$ cat src/rtl/mem_access_unit.sv
// Data-memory access sequencer: runs one load/store on a req/ack bus, aligns loads for the MDR.
// Optional bus timeout enabled by defining MEM_TIMEOUT_EN (adds the TIMEOUT_CYCLES parameter).
module mem_access_unit #(
    parameter int BUS_WIDTH = 32
`ifdef MEM_TIMEOUT_EN
    , parameter int TIMEOUT_CYCLES = 255
`endif
) (
    input  logic                   clk,
    input  logic                   rst,
    input  logic                   start,
    input  logic                   mem_write,
    input  logic [2:0]             funct3,
    input  logic [BUS_WIDTH-1:0]   addr,
    input  logic [BUS_WIDTH-1:0]   store_data,
    output logic                   busy,
    output logic                   done,
    output logic                   error,
    output logic [BUS_WIDTH-1:0]   load_data,
    output logic                   load_mdr,
    output logic                   bus_req,
    output logic                   bus_we,
    output logic [BUS_WIDTH-1:0]   bus_addr,
    output logic [BUS_WIDTH/8-1:0] bus_be,
    output logic [BUS_WIDTH-1:0]   bus_wdata,
    input  logic [BUS_WIDTH-1:0]   bus_rdata,
    input  logic                   bus_ack
);

    typedef enum logic [1:0] {S_IDLE, S_ACCESS, S_DONE} state_e;

    state_e                 state_q, state_d;
    logic                   we_q, we_d;
    logic                   err_q, err_d;
    logic [2:0]             f3_q, f3_d;
    logic [BUS_WIDTH-1:0]   addr_q, addr_d;
    logic [BUS_WIDTH-1:0]   wdata_q, wdata_d;
    logic [BUS_WIDTH/8-1:0] be_q, be_d;
    logic [BUS_WIDTH-1:0]   load_data_q, load_data_d;

`ifdef MEM_TIMEOUT_EN
    localparam int CNT_W = ($clog2(TIMEOUT_CYCLES + 1) > 8) ? $clog2(TIMEOUT_CYCLES + 1) : 8;
    localparam logic [CNT_W-1:0] CNT_LAST = CNT_W'(TIMEOUT_CYCLES - 1);
    logic [CNT_W-1:0] cnt_q, cnt_d;
`endif

    logic                   legal;
    logic [BUS_WIDTH/8-1:0] be_start;
    logic [BUS_WIDTH-1:0]   wdata_start;
    logic [7:0]             rd_byte;
    logic [15:0]            rd_half;
    logic [BUS_WIDTH-1:0]   rd_ext;

    // Decode of the incoming request, plus extraction of the returned word.
    always_comb begin
        legal = 1'b0;
        case (funct3)
            3'b000:  legal = 1'b1;
            3'b001:  legal = ~addr[0];
            3'b010:  legal = (addr[1:0] == 2'b00);
            3'b100:  legal = ~mem_write;
            3'b101:  legal = ~mem_write & ~addr[0];
            default: legal = 1'b0;
        endcase

        case (funct3[1:0])
            2'b00: begin
                be_start    = 4'b0001 << addr[1:0];
                wdata_start = {4{store_data[7:0]}};
            end
            2'b01: begin
                be_start    = addr[1] ? 4'b1100 : 4'b0011;
                wdata_start = {2{store_data[15:0]}};
            end
            default: begin
                be_start    = 4'b1111;
                wdata_start = store_data;
            end
        endcase

        rd_byte = bus_rdata[{addr_q[1:0], 3'b000} +: 8];
        rd_half = bus_rdata[{addr_q[1], 4'b0000} +: 16];
        case (f3_q)
            3'b000:  rd_ext = {{24{rd_byte[7]}}, rd_byte};
            3'b001:  rd_ext = {{16{rd_half[15]}}, rd_half};
            3'b100:  rd_ext = {24'h000000, rd_byte};
            3'b101:  rd_ext = {16'h0000, rd_half};
            default: rd_ext = bus_rdata;
        endcase
    end

    always_comb begin
        state_d     = state_q;
        we_d        = we_q;
        err_d       = err_q;
        f3_d        = f3_q;
        addr_d      = addr_q;
        wdata_d     = wdata_q;
        be_d        = be_q;
        load_data_d = load_data_q;
`ifdef MEM_TIMEOUT_EN
        cnt_d       = cnt_q;
`endif
        case (state_q)
            S_IDLE: begin
                if (start) begin
                    we_d    = mem_write;
                    f3_d    = funct3;
                    addr_d  = addr;
                    wdata_d = wdata_start;
                    be_d    = be_start;
                    err_d   = ~legal;
                    state_d = legal ? S_ACCESS : S_DONE;
`ifdef MEM_TIMEOUT_EN
                    cnt_d   = '0;
`endif
                end
            end
            S_ACCESS: begin
                // Ack is checked first so an ack in the last allowed cycle beats the timeout.
                if (bus_ack) begin
                    state_d = S_DONE;
                    err_d   = 1'b0;
                    if (!we_q) load_data_d = rd_ext;
                end
`ifdef MEM_TIMEOUT_EN
                else if (cnt_q == CNT_LAST) begin
                    state_d = S_DONE;
                    err_d   = 1'b1;
                end else begin
                    cnt_d = cnt_q + 1'b1;
                end
`endif
            end
            S_DONE:  state_d = S_IDLE;
            default: state_d = S_IDLE;
        endcase
    end

    always_ff @(posedge clk or negedge rst) begin
        if (!rst) begin
            state_q     <= S_IDLE;
            we_q        <= 1'b0;
            err_q       <= 1'b0;
            f3_q        <= '0;
            addr_q      <= '0;
            wdata_q     <= '0;
            be_q        <= '0;
            load_data_q <= '0;
`ifdef MEM_TIMEOUT_EN
            cnt_q       <= '0;
`endif
        end else begin
            state_q     <= state_d;
            we_q        <= we_d;
            err_q       <= err_d;
            f3_q        <= f3_d;
            addr_q      <= addr_d;
            wdata_q     <= wdata_d;
            be_q        <= be_d;
            load_data_q <= load_data_d;
`ifdef MEM_TIMEOUT_EN
            cnt_q       <= cnt_d;
`endif
        end
    end

    // Bus fields are presented only while the request is up.
    assign busy      = (state_q != S_IDLE);
    assign done      = (state_q == S_DONE);
    assign error     = done & err_q;
    assign load_mdr  = done & ~we_q & ~err_q;
    assign load_data = load_data_q;
    assign bus_req   = (state_q == S_ACCESS);
    assign bus_we    = bus_req & we_q;
    assign bus_addr  = bus_req ? {addr_q[BUS_WIDTH-1:2], 2'b00} : '0;
    assign bus_be    = bus_req ? be_q : '0;
    assign bus_wdata = bus_req ? wdata_q : '0;

endmodule

$ cat config.mk
export PLATFORM = sky130hd
export DESIGN_NAME = mem_access_unit
export DESIGN_NICKNAME = d
export VERILOG_FILES = /design/src/rtl/mem_access_unit.sv
export SDC_FILE = /design/constraint.sdc
export NUM_CORES = 1
export LEC_CHECK = 0
export ABC_AREA = 0
export CAP_MARGIN = 5
export CORE_MARGIN = 2
export CORE_UTILIZATION = 50
export DETAILED_ROUTE_END_ITERATION = 8
export DONT_BUFFER_PORTS = 1
export PLACE_DENSITY_LB_ADDON = 0.1
export REMOVE_ABC_BUFFERS = 1
export SLEW_MARGIN = 25
export SYNTH_ARGS = -nofsm -noshare
export SYNTH_HDL_FRONTEND = slang
export SYNTH_SLANG_ARGS = --single-unit
$ cat constraint.sdc
create_clock -name clk -period 2.83 [get_ports clk]
set_clock_uncertainty 0.05 [all_clocks]
set_input_delay 0.283 -clock clk [delete_from_list [all_inputs] [get_ports clk]]
set_output_delay 0.283 -clock clk [all_outputs]
set_load 0.03 [all_outputs]
### Word level (Yosys, flattened, before mapping)

Cells that the tools add are included.

* output and inout bits: 106
* word-level logic and storage cells: 59
* register bits after elaboration: 107

* equality and inequality tests: 12
* shifts and indexed selects: 3
* bitwise operators: 10
* multiplexer cells: 15
* reductions and logical operators: 11

Operators by type and width (count)
* $pmux W32 S4: 1
* $mux W32: 2
* $pmux W32 S2: 1
* $shiftx A32 B6 Y16: 1
* $shiftx A32 B6 Y8: 1
* $eq A3 B3 Y1 const B: 4
* $mux W4: 2
* $pmux W4 S2: 1
* $eq A3 B1 Y1 const B: 2
* $logic_not A2 Y1: 3
* $logic_not A3 Y1: 2
* $mux W2: 3
* $reduce_and A3 Y1: 2
* $and A1 B1 Y1: 5
* $not A1 Y1: 5
* $pmux W1 S5: 1
* $eq A2 B1 Y1 const B: 2
* $pmux W2 S2: 1
* $reduce_and A2 Y1: 2
* $reduce_bool A2 Y1: 2
* $shl A1 B2 Y4 const A: 1
* $eq A3 B2 Y1 const B: 1
* $eq A2 B2 Y1 const B: 1
* $mux W1: 2
* 3 further kinds: 3

### Longest topological paths before layout

Gate-level depths: netlist of the first run.

* depth after elaboration: 6
* mapped depth: 6
* gate-level depth less buffers: 4

### Least setup slack after synthesis of the first run

No wires, ideal clock.

* path kind: register to output
* from: register state_q[0]
* to: output load_mdr
* cell stages (with the launch flop): 3
* data arrival time: 1.739 ns
* buffers on the path: 0
* path slack: 0.758 ns
* path through: dfrtp_1 nor2b_1 nor3b_1

* cells in the longest elaborated chain, start to end: 3

RTL lines
* from (decl): RTL line 32 `state_e state_q, state_d;`
* from (signal assigned): RTL line 154 `state_q <= state_d;`
* $eq A2 B2 Y1: RTL line 170 `assign done = (state_q == S_DONE);`
* via done: RTL line 17 `output logic done,`
* $and A1 B1 Y1 (2 in series): RTL line 172 `assign load_mdr = done & ~we_q & ~err_q;`
* to (decl): RTL line 20 `output logic load_mdr,`

The timed path passes the listed nets, and every way through them passes these cells.

### Worst setup path in the final report of the first run

* from: register state_q[1]
* to: output bus_wdata[4]

* cells in the longest elaborated chain, start to end: 2

RTL lines
* $eq A2 B1 Y1: RTL line 174 `assign bus_req = (state_q == S_ACCESS);`
* via bus_req: RTL line 21 `output logic bus_req,`
* $mux W32: RTL line 178 `assign bus_wdata = bus_req ? wdata_q : '0;`
* to (decl): RTL line 25 `output logic [BUS_WIDTH-1:0] bus_wdata,`

The timed path passes the listed nets, and every way through them passes these cells.

==> impl_metrics.json, run 1 <==
{
  "status": "finished clean",
  "cts-buffers-inserted": 9,
  "grt_pass1_vias": 4403,
  "hold-path-cell-count": 2,
  "ant_nets": 0,
  "cts.sinks": 107,
  "drive_above_1_share_pct": 7.48,
  "r2r_cells": 5,
  "io_buffers": 0,
  "grt_pass1_wl_mm": 21.8,
  "fillers": 962,
  "row_count": 38,
  "top_layer_used": "met4",
  "worstReg2RegEnd": "load_data[19]",
  "avgSynthCellArea_um2": 8.75,
  "hpwl_mm": 9.16,
  "drc": 0,
  "fin_crit_ns": 2.37,
  "hold_path_class": "input port to flip-flop",
  "clkTransAtPathRegs_ns": 0.10,
  "die_w_um": 109,
  "wl_met3_mm": 1.21,
  "clk_path_buf_depth": 2,
  "drv_slew": 0,
  "regArea_um2": 2680,
  "synth_warnings": 0,
  "vias": 4377,
  "reg2reg_from": "addr_q[1]",
  "power_density_nw_per_um2": 834,
  "crit_path_end_kind": "primary output",
  "htreeDepth": 3,
  "required_ns": 2.50,
  "finalHoldViolations": 0,
  "ios": 210,
  "ir_worst_vdd_v": 0.000402,
  "start_kind": "flip-flop",
  "fmax_mhz": 422,
  "finalPower_uw": 5180,
  "diodes": 0,
  "cts_root_buffer": "clkbuf_8",
  "slew_headroom_pct": 49.2,
  "syn_area_um2": 5500,
  "gp_congestion": 0.832,
  "antenna_found_initial": 0,
  "worstMarginPinSlew_ns": 0.762,
  "grt.overflow.total": 0,
  "seq_area_frac_synth_pct": 48.7,
  "layout.nets": 755,
  "yosysUniqueCellTypes": 41,
  "met2_length_mm": 6.68,
  "min-delay-start": "bus_rdata[26]",
  "holdPathEnd": "load_data[26]",
  "setup_viol_count_final": 0,
  "multiInputGateArea_um2": 2550,
  "die_h_um": 109,
  "firstDrtPassIters": 4,
  "critPathKind": "flip-flop to primary output",
  "wl_mm": 13.9,
  "synth_largest_area_cell": "dfrtp_1",
  "rsz0062_at_grt": "false",
  "syn_inst": 628,
  "finalCritPeriodShare_pct": 83.7,
  "vias_per_cell": 5.51,
  "critPathArrivalTime_ns": 2.04,
  "wl_met1_mm": 5.73,
  "fin_tns_setup_ns": 0,
  "reg2reg_slack_ns": 0.91,
  "areaGrowthSynthToFinish_pct": 13.1,
  "drt_iter0_drc": 297,
  "cts_resized": 0,
  "avgRoutedWirePerCell_um": 17.4,
  "drv_cap": 0,
  "leakagePower_uw": 0.00285,
  "grt_use_total_pct": 23.7,
  "grt_max_degree": 108,
  "cts_tree": "yes",
  "clk_latency_ns": 0.37,
  "initial_core_util_pct": 50.9,
  "ys_top_cells_by_area": "dfrtp_1, nand2_1, and2_1, a21oi_1, mux2i_1",
  "die-area_um2": 11800,
  "critPathMaxFanout": 33,
  "synth_top_area_share_pct": 48.7,
  "core-area_um2": 10800,
  "ys_ff_latch": 107
}
placed cells by master, fill, tap and decap left out, drive strengths merged, types with 2 or more instances in the layout:
cell type,count
nand2,177
dfrtp,107
and2,70
o21ai,57
a21oi,50
dlygate4sd3,45
mux2i,26
nor2,17
o211ai,16
inv,13
buf,12
clkbuf,11
o22ai,8
a211oi,8
o31ai,7
nand2b,4
nor2b,3
a31oi,3
a221oi,2
conb,2
nor3b,2
nor3,2
clkinv,2
timing repair:
action                    CTS  global route
hold endpoints to repair  151             0
setup buffers               0             0
hold buffers               46             0
Yosys cell counts:
cell and n:
o22ai_4 1, o21bai_1 1, a22o_1 1, dfrtp_1 107
nor2b_1 3, mux2i_2 1, buf_4 3, nand4bb_4 1
o21ai_1 1, a31oi_1 3, conb_1 1, inv_1 13
nor3_2 1, nand3b_1 1, mux2i_1 25, nor3b_1 1
buf_2 21, nor2_1 15, o21ai_0 45, nor3_4 1
o31ai_1 7, a211oi_4 1, a21oi_1 50, o22ai_1 7
o21ai_2 11, a221oi_1 2, or3_1 1, nand3_1 1
nor4_1 1, nand2_1 177, and2_1 70, clkbuf_1 20
buf_8 1, nor3b_4 1, or2_1 1, and2b_1 1
o211ai_1 16, nand2b_1 4, nor2_2 2, a211oi_1 7
buf_6 1
sequential cells by signal, summed over array words and instances (netlist names):
register and count:
we_q 1, state_q 2, addr_q 32, wdata_q 32
err_q 1, load_data 32, be_q 4, f3_q 3
how the worst max path moves through the flow:
stage               cells past startpoint      endpoint  startpoint
floorplan                               3       be_q[2]  state_q[0]
global placement                        3     bus_be[3]  state_q[1]
detailed placement                      3  bus_wdata[4]  state_q[1]
CTS                                     3  bus_wdata[4]  state_q[1]
global route                            3  bus_wdata[0]  state_q[1]
finish                                  3  bus_wdata[4]  state_q[1]
kinds of logic after synthesis:
logic type	after synthesis	synth area share [%]
muxes	26	4.80
and+or+nand+nor	282	24.3
other	1	0.0682
buffers and inverters	59	5.05
DFF	107	48.7
AOI/OAI and AO/OA	153	17.1
report_power, final:
group          switching (uW)  internal (uW)  total, uW  leakage [uW]
logic                     845            517       1360       0.00146
clock network             514            430        944     0.0000954
registers                 849           2030       2880       0.00129
per-stage QoR:
| step | cell area (um^2) | worst slack, ns | std cells | hold slack (ns) | util (%) |
|---|---|---|---|---|---|
| 6_report | 6220 | 0.460 | 795 | 0.0223 | 57.6 |
| 5_1_grt | 6220 | 0.324 | 795 | 0.0159 | 57.6 |
| 4_1_cts | 6220 | 0.422 | 795 | 0.00280 | 57.6 |
| 3_5_place_dp | 5550 | 0.847 | 734 | -0.0593 | 51.4 |
| 3_3_place_gp | 5550 | 0.879 | 734 | -0.0598 | 51.4 |
| 2_1_floorplan | 5270 | 0.506 | 583 | -0.0626 | - |
worst max-delay path, cell delays in order, from the launching register on:
cell	delay (ns)
dfrtp_1	0.42
and2b_2	0.57
buf_4	0.33
and2_1	0.34
metal layers:
metal | up-vias | track usage (%)
met4 | 0 | 8.97
met5 | - | 0
met2 | 176 | 39.4
met1 | 2056 | 29.2
li1 | 2126 | -
met3 | 19 | 7.29
cell type report:
| class | count | area share (%) |
|---|---|---|
| well taps | 140 | 2.82 |
| inverters | 13 | 0.785 |
| multi-input cells | 463 | 41.0 |
| repair buffers | 57 | 9.22 |
| flip-flops and latches | 107 | 43.1 |
| clock buffers | 11 | 2.27 |
| clock inverters | 4 | 0.825 |
(Power assumes the default switching activity.)
==> run 2: changes to the inputs <==
ABC_AREA = 1   (was 0)
clock period = 2.46 ns   (was 2.83 ns; I/O delays follow)
==> impl_metrics.json, run 2 <==
{
  "status": "finished, violations left",
  "violations": "hold timing",
  "layout.nets": 1022,
  "wl_mm": 15.9,
  "cts-buffers-inserted": 9,
  "grt_use_total_pct": 25.1,
  "synth_top_area_share_pct": 45.8,
  "initial_core_util_pct": 51.2,
  "finalCritPeriodShare_pct": 89.4,
  "cts.sinks": 107,
  "final_common_cell": "nand2_1",
  "avgSynthCellArea_um2": 7.11,
  "ant_nets": 0,
  "synth_warnings": 0,
  "synth_common_cells": "nand2_1, inv_1, nor2_1",
  "cts_tree": "yes",
  "critPathMaxFanout": 68,
  "p_seq_share_pct": 48.5,
  "hpwl_mm": 10.4,
  "power_switching_uw": 2830,
  "die_h_um": 112,
  "drv_cap": 0,
  "slew_headroom_pct": 56.5,
  "core-area_um2": 11400,
  "switching_share_pct": 42.6,
  "areaGrowthSynthToFinish_pct": 22.2,
  "critPathKind": "flip-flop to primary output",
  "row_count": 39,
  "rsz0062_at_grt": "false",
  "required_ns": 2.16,
  "seq_area_frac_synth_pct": 45.8,
  "ios": 210,
  "avgRoutedWirePerCell_um": 14.9,
  "vias_per_cell": 5.21,
  "synth_largest_area_cell": "dfrtp_1",
  "die-area_um2": 12600,
  "grt_pass1_vias": 5427,
  "fin_ws_ns": 0.261,
  "worstReg2RegEnd": "wdata_q[29]",
  "clk_path_buf_depth": 2,
  "reg2reg_slack_ns": 0.50,
  "post_cts_buffers": 0,
  "setup_viol_count_final": 0,
  "syn_inst": 822,
  "io_buffers": 0,
  "clkTransAtPathRegs_ns": 0.07,
  "ys_top_cells_by_area": "dfrtp_1, nand2_1, inv_1, nor2_1, o21ai_0",
  "worstMarginPinSlew_ns": 0.652,
  "antenna_found_initial": 0,
  "intPower_uw": 3820,
  "final_cell_mix": "nand2_1, inv_1, nor2_1",
  "syn_area_um2": 5850,
  "fin_crit_ns": 2.20,
  "critPathArrivalTime_ns": 1.90,
  "synth_enable_flop_cells": 0,
  "hold_path_class": "input port to async pin",
  "synth_most_common_cell": "nand2_1",
  "drive_above_1_share_pct": 12.8,
  "fmax_mhz": 455,
  "yosysUniqueCellTypes": 32,
  "clk_latency_ns": 0.35,
  "finalHoldViolations": 107,
  "clkPwrFrac_pct": 20.6,
  "synthArstFlopShare_pct": 100,
  "cts_root_buffer": "clkbuf_16",
  "grt_max_degree": 108,
  "power_density_nw_per_um2": 931,
  "place_ws_ns": 0.412,
  "reg2reg_from": "state_q[0]",
  "die_w_um": 112,
  "fin_tns_setup_ns": 0,
  "drc": 0,
  "leakagePower_uw": 0.00395,
  "pwr-share-comb_pct": 30.8,
  "ir_worst_vdd_v": 0.000679,
  "drt_iter0_drc": 431,
  "gp_congestion": 0.880,
  "ctsHoldBuffers": 54,
  "r2r_cells": 6,
  "grt_pass1_wl_mm": 25.6,
  "firstDrtPassIters": 5,
  "ys_ff_latch": 107,
  "synth-main-ff-cell": "dfrtp_1",
  "htreeDepth": 3,
  "start_kind": "flip-flop",
  "diodes": 0,
  "holdWs_ns": -0.469,
  "drv_slew": 0,
  "crit_path_end_kind": "primary output",
  "grt.overflow.total": 0,
  "vias": 5559
}
-- run 2: logic make-up (layout without fill, tap and decap cells) --
kind of cell | Yosys count | count (layout) | share of synthesized area (%)
AO/OA/AOI/OAI | 108 | 108 | 10.5
buffers and inverters | 182 | 282 | 13.9
flip-flops | 107 | 107 | 45.8
other | 1 | 2 | 0.0641
AND/OR/NAND/NOR | 424 | 424 | 29.8
-- run 2: power groups by stage --
stage	Combinational (uW)	Sequential [uW]	Clock, uW
2_1_floorplan	1440	3160	0
3_3_place_gp	1920	3240	0
3_5_place_dp	1960	3260	0
4_1_cts	2050	3240	1420
5_1_grt	2330	3290	1470
6_report	2050	3230	1370
-- run 2: final cells by class --
cell class | instances | area, um^2
Inverter | 135 | 514
Sequential cell | 107 | 2680
Tap cell | 143 | 179
Multi-Input combinational cell | 534 | 2360
Fill cell | 1037 | 4270
Clock inverter | 5 | 36.3
Timing Repair Buffer | 131 | 1130
Clock buffer | 11 | 243
-- run 2: worst max-delay path, cell delays in order, from the launching register on --
cell	delay (ns)
dfrtp_1	0.39
inv_2	0.09
nor2_4	0.31
inv_4	0.30
nor2_1	0.22
buf_4	0.19
-- run 2: routing by layer --
layer | wire length [um] | global-route usage (%) | part of all wire [%]
met1 | 6490 | 31.8 | 41
met2 | 7700 | 40.5 | 48
met3 | 1340 | 7.07 | 8.4
met4 | 362 | 10.9 | 2.3
met5 | 0 | 0 | 0
-- run 2: stage by stage --
stage	instance area (um^2)	util [%]	hold WS (ns)	cells	power, uW
finish	7140	62.6	-0.469	1066	6650
global route	7140	62.6	-0.483	1066	7080
detailed placement	6320	55.4	-0.0971	996	5230
floorplan	5550	-	-0.0996	776	4600
global placement	6320	55.4	-0.0962	996	5160
CTS	7140	62.6	-0.480	1066	6710
-- run 2: worst max path at each step --
stage / from / endpoint / cells past startpoint
finish: state_q[0] / bus_addr[7] / 5
floorplan: state_q[0] / wdata_q[16] / 7
global placement: state_q[0] / bus_wdata[0] / 5
global route: state_q[0] / bus_addr[12] / 5
CTS: state_q[0] / bus_wdata[5] / 5
detailed placement: state_q[0] / bus_addr[25] / 5
-- run 2: repair_timing --
item / 4_1_cts / 5_1_grt
endpoints found under the hold margin: 161 / 107
endpoints found under the setup margin: 21 / 0
gates resized for setup: 1 / 0
==> run 3: changes to the inputs <==
CELL_PAD_IN_SITES_DETAIL_PLACEMENT = 1   (was default)
CELL_PAD_IN_SITES_GLOBAL_PLACEMENT = 2   (was default)
CORE_UTILIZATION = 34   (was 50)
==> impl_metrics.json, run 3 (same netlist as run 2, synthesis figures left out) <==
{
  "grt_use_total_pct": 21.2,
  "post_cts_buffers": 0,
  "drc": 0,
  "diodes": 0,
  "ctsHoldBuffers": 56,
  "layout.nets": 1023,
  "core-area_um2": 16700,
  "initial_core_util_pct": 35.0,
  "grt_pass1_vias": 5940,
  "critPathKind": "flip-flop to primary output",
  "power_density_nw_per_um2": 947,
  "cts-buffers-inserted": 9,
  "finalCritPeriodShare_pct": 90.4,
  "start_kind": "flip-flop",
  "hpwl_mm": 12.8,
  "grt.overflow.total": 0,
  "reg2reg_slack_ns": 0.54,
  "drv_cap": 0,
  "multiInputGateArea_um2": 2360,
  "grt_pass1_wl_mm": 30.4,
  "die_h_um": 135,
  "cts_root_buffer": "clkbuf_16",
  "clk_path_buf_depth": 2,
  "fin_crit_ns": 2.22,
  "areaGrowthSynthToFinish_pct": 24.8,
  "hold_path_class": "input port to async pin",
  "gp_congestion": 0.787,
  "leakagePower_uw": 0.00397,
  "drt_iter0_drc": 157,
  "critPathMaxFanout": 68,
  "vias_per_cell": 4.85,
  "clkTransAtPathRegs_ns": 0.07,
  "status": "finished, violations left",
  "finalHoldViolations": 107,
  "antenna_found_initial": 0,
  "fillers": 2116,
  "placed_area_um2": 6410,
  "reg2reg_from": "state_q[0]",
  "grt_max_degree": 119,
  "cts.sinks": 107,
  "vias": 5552,
  "holdWs_ns": -0.466,
  "worstReg2RegEnd": "load_data[20]",
  "worstMarginPinSlew_ns": 0.588,
  "place_inst": 1072,
  "die_w_um": 135,
  "wl_mm": 19.0,
  "critPathArrivalTime_ns": 1.93,
  "final_cells": 1144,
  "regArea_um2": 2680,
  "violations": "hold timing",
  "final_common_cell": "nand2_1",
  "clk_latency_ns": 0.35,
  "setup_viol_count_final": 0,
  "required_ns": 2.16,
  "ios": 210,
  "drive_above_1_share_pct": 12.6,
  "fmax_mhz": 450,
  "fin_area_um2": 7300,
  "ant_nets": 0,
  "row_count": 47,
  "drv_slew": 0,
  "r2r_cells": 8,
  "die-area_um2": 18300,
  "slew_headroom_pct": 60.6,
  "htreeDepth": 3,
  "avgRoutedWirePerCell_um": 16.6,
  "rsz0062_at_grt": "false",
  "fin_tns_setup_ns": 0,
  "firstDrtPassIters": 6,
  "cts_tree": "yes",
  "io_buffers": 0,
  "final_cell_mix": "nand2_1, inv_1, nor2_1",
  "crit_path_end_kind": "primary output",
  "ir_worst_vdd_v": 0.000374
}
run 3: through the flow:
step           hold WS, ns  worst slack, ns  total power, uW  utilization [%]
5_1_grt             -0.488            0.158             7400             43.7
3_3_place_gp       -0.0955            0.572             5210             38.4
4_1_cts             -0.482            0.115             7010             43.7
2_1_floorplan      -0.0996            0.208             4600                -
3_5_place_dp       -0.0965            0.500             5310             38.4
6_report            -0.466            0.237             6910             43.7
run 3: what timing repair did:
| item | in CTS | in global routing |
|---|---|---|
| resized for setup | 0 | 1 |
| endpoints found under the setup margin | 0 | 2 |
| hold endpoints to repair | 162 | 107 |
run 3: routing by layer:
layer / vias to the layer above / track usage (%) / wire (um)
met3: 24 / 5.39 / 1140
met2: 154 / 37.9 / 9710
met5: - / 0 / 0
li1: 2696 / - / -
met1: 2678 / 25.1 / 7830
met4: 0 / 6.13 / 310
run 3: power breakdown:
part / internal (uW) / switching (uW) / total [uW]
combinational: 747 / 1310 / 2060
sequential: 2350 / 911 / 3260
clock: 923 / 675 / 1600
total: 4020 / 2900 / 6910
run 3: layout make-up:
| cell class | count | share of cell area, % |
|---|---|---|
| clock buffer | 12 | 3.38 |
| clock inverter | 4 | 1.01 |
| inverter | 135 | 7.01 |
| multi-input combinational | 534 | 32.4 |
| sequential | 107 | 36.7 |
| tap | 220 | 3.77 |
| timing repair buffer | 132 | 15.7 |
run 3: worst max path at each step:
stage | start | endpoint | cells after the start
6_report | state_q[0] | bus_addr[21] | 6
3_3_place_gp | state_q[0] | bus_addr[3] | 6
3_5_place_dp | state_q[0] | bus_addr[3] | 6
5_1_grt | state_q[0] | bus_addr[31] | 6
2_1_floorplan | state_q[0] | wdata_q[16] | 7
4_1_cts | state_q[0] | bus_addr[3] | 6
run 3: critical path, stage by stage (launching register included):
cell     delay (ns)
dfrtp_1        0.39
inv_2          0.10
nor2_4         0.29
inv_2          0.07
buf_6          0.24
nor2_1         0.23
buf_4          0.20
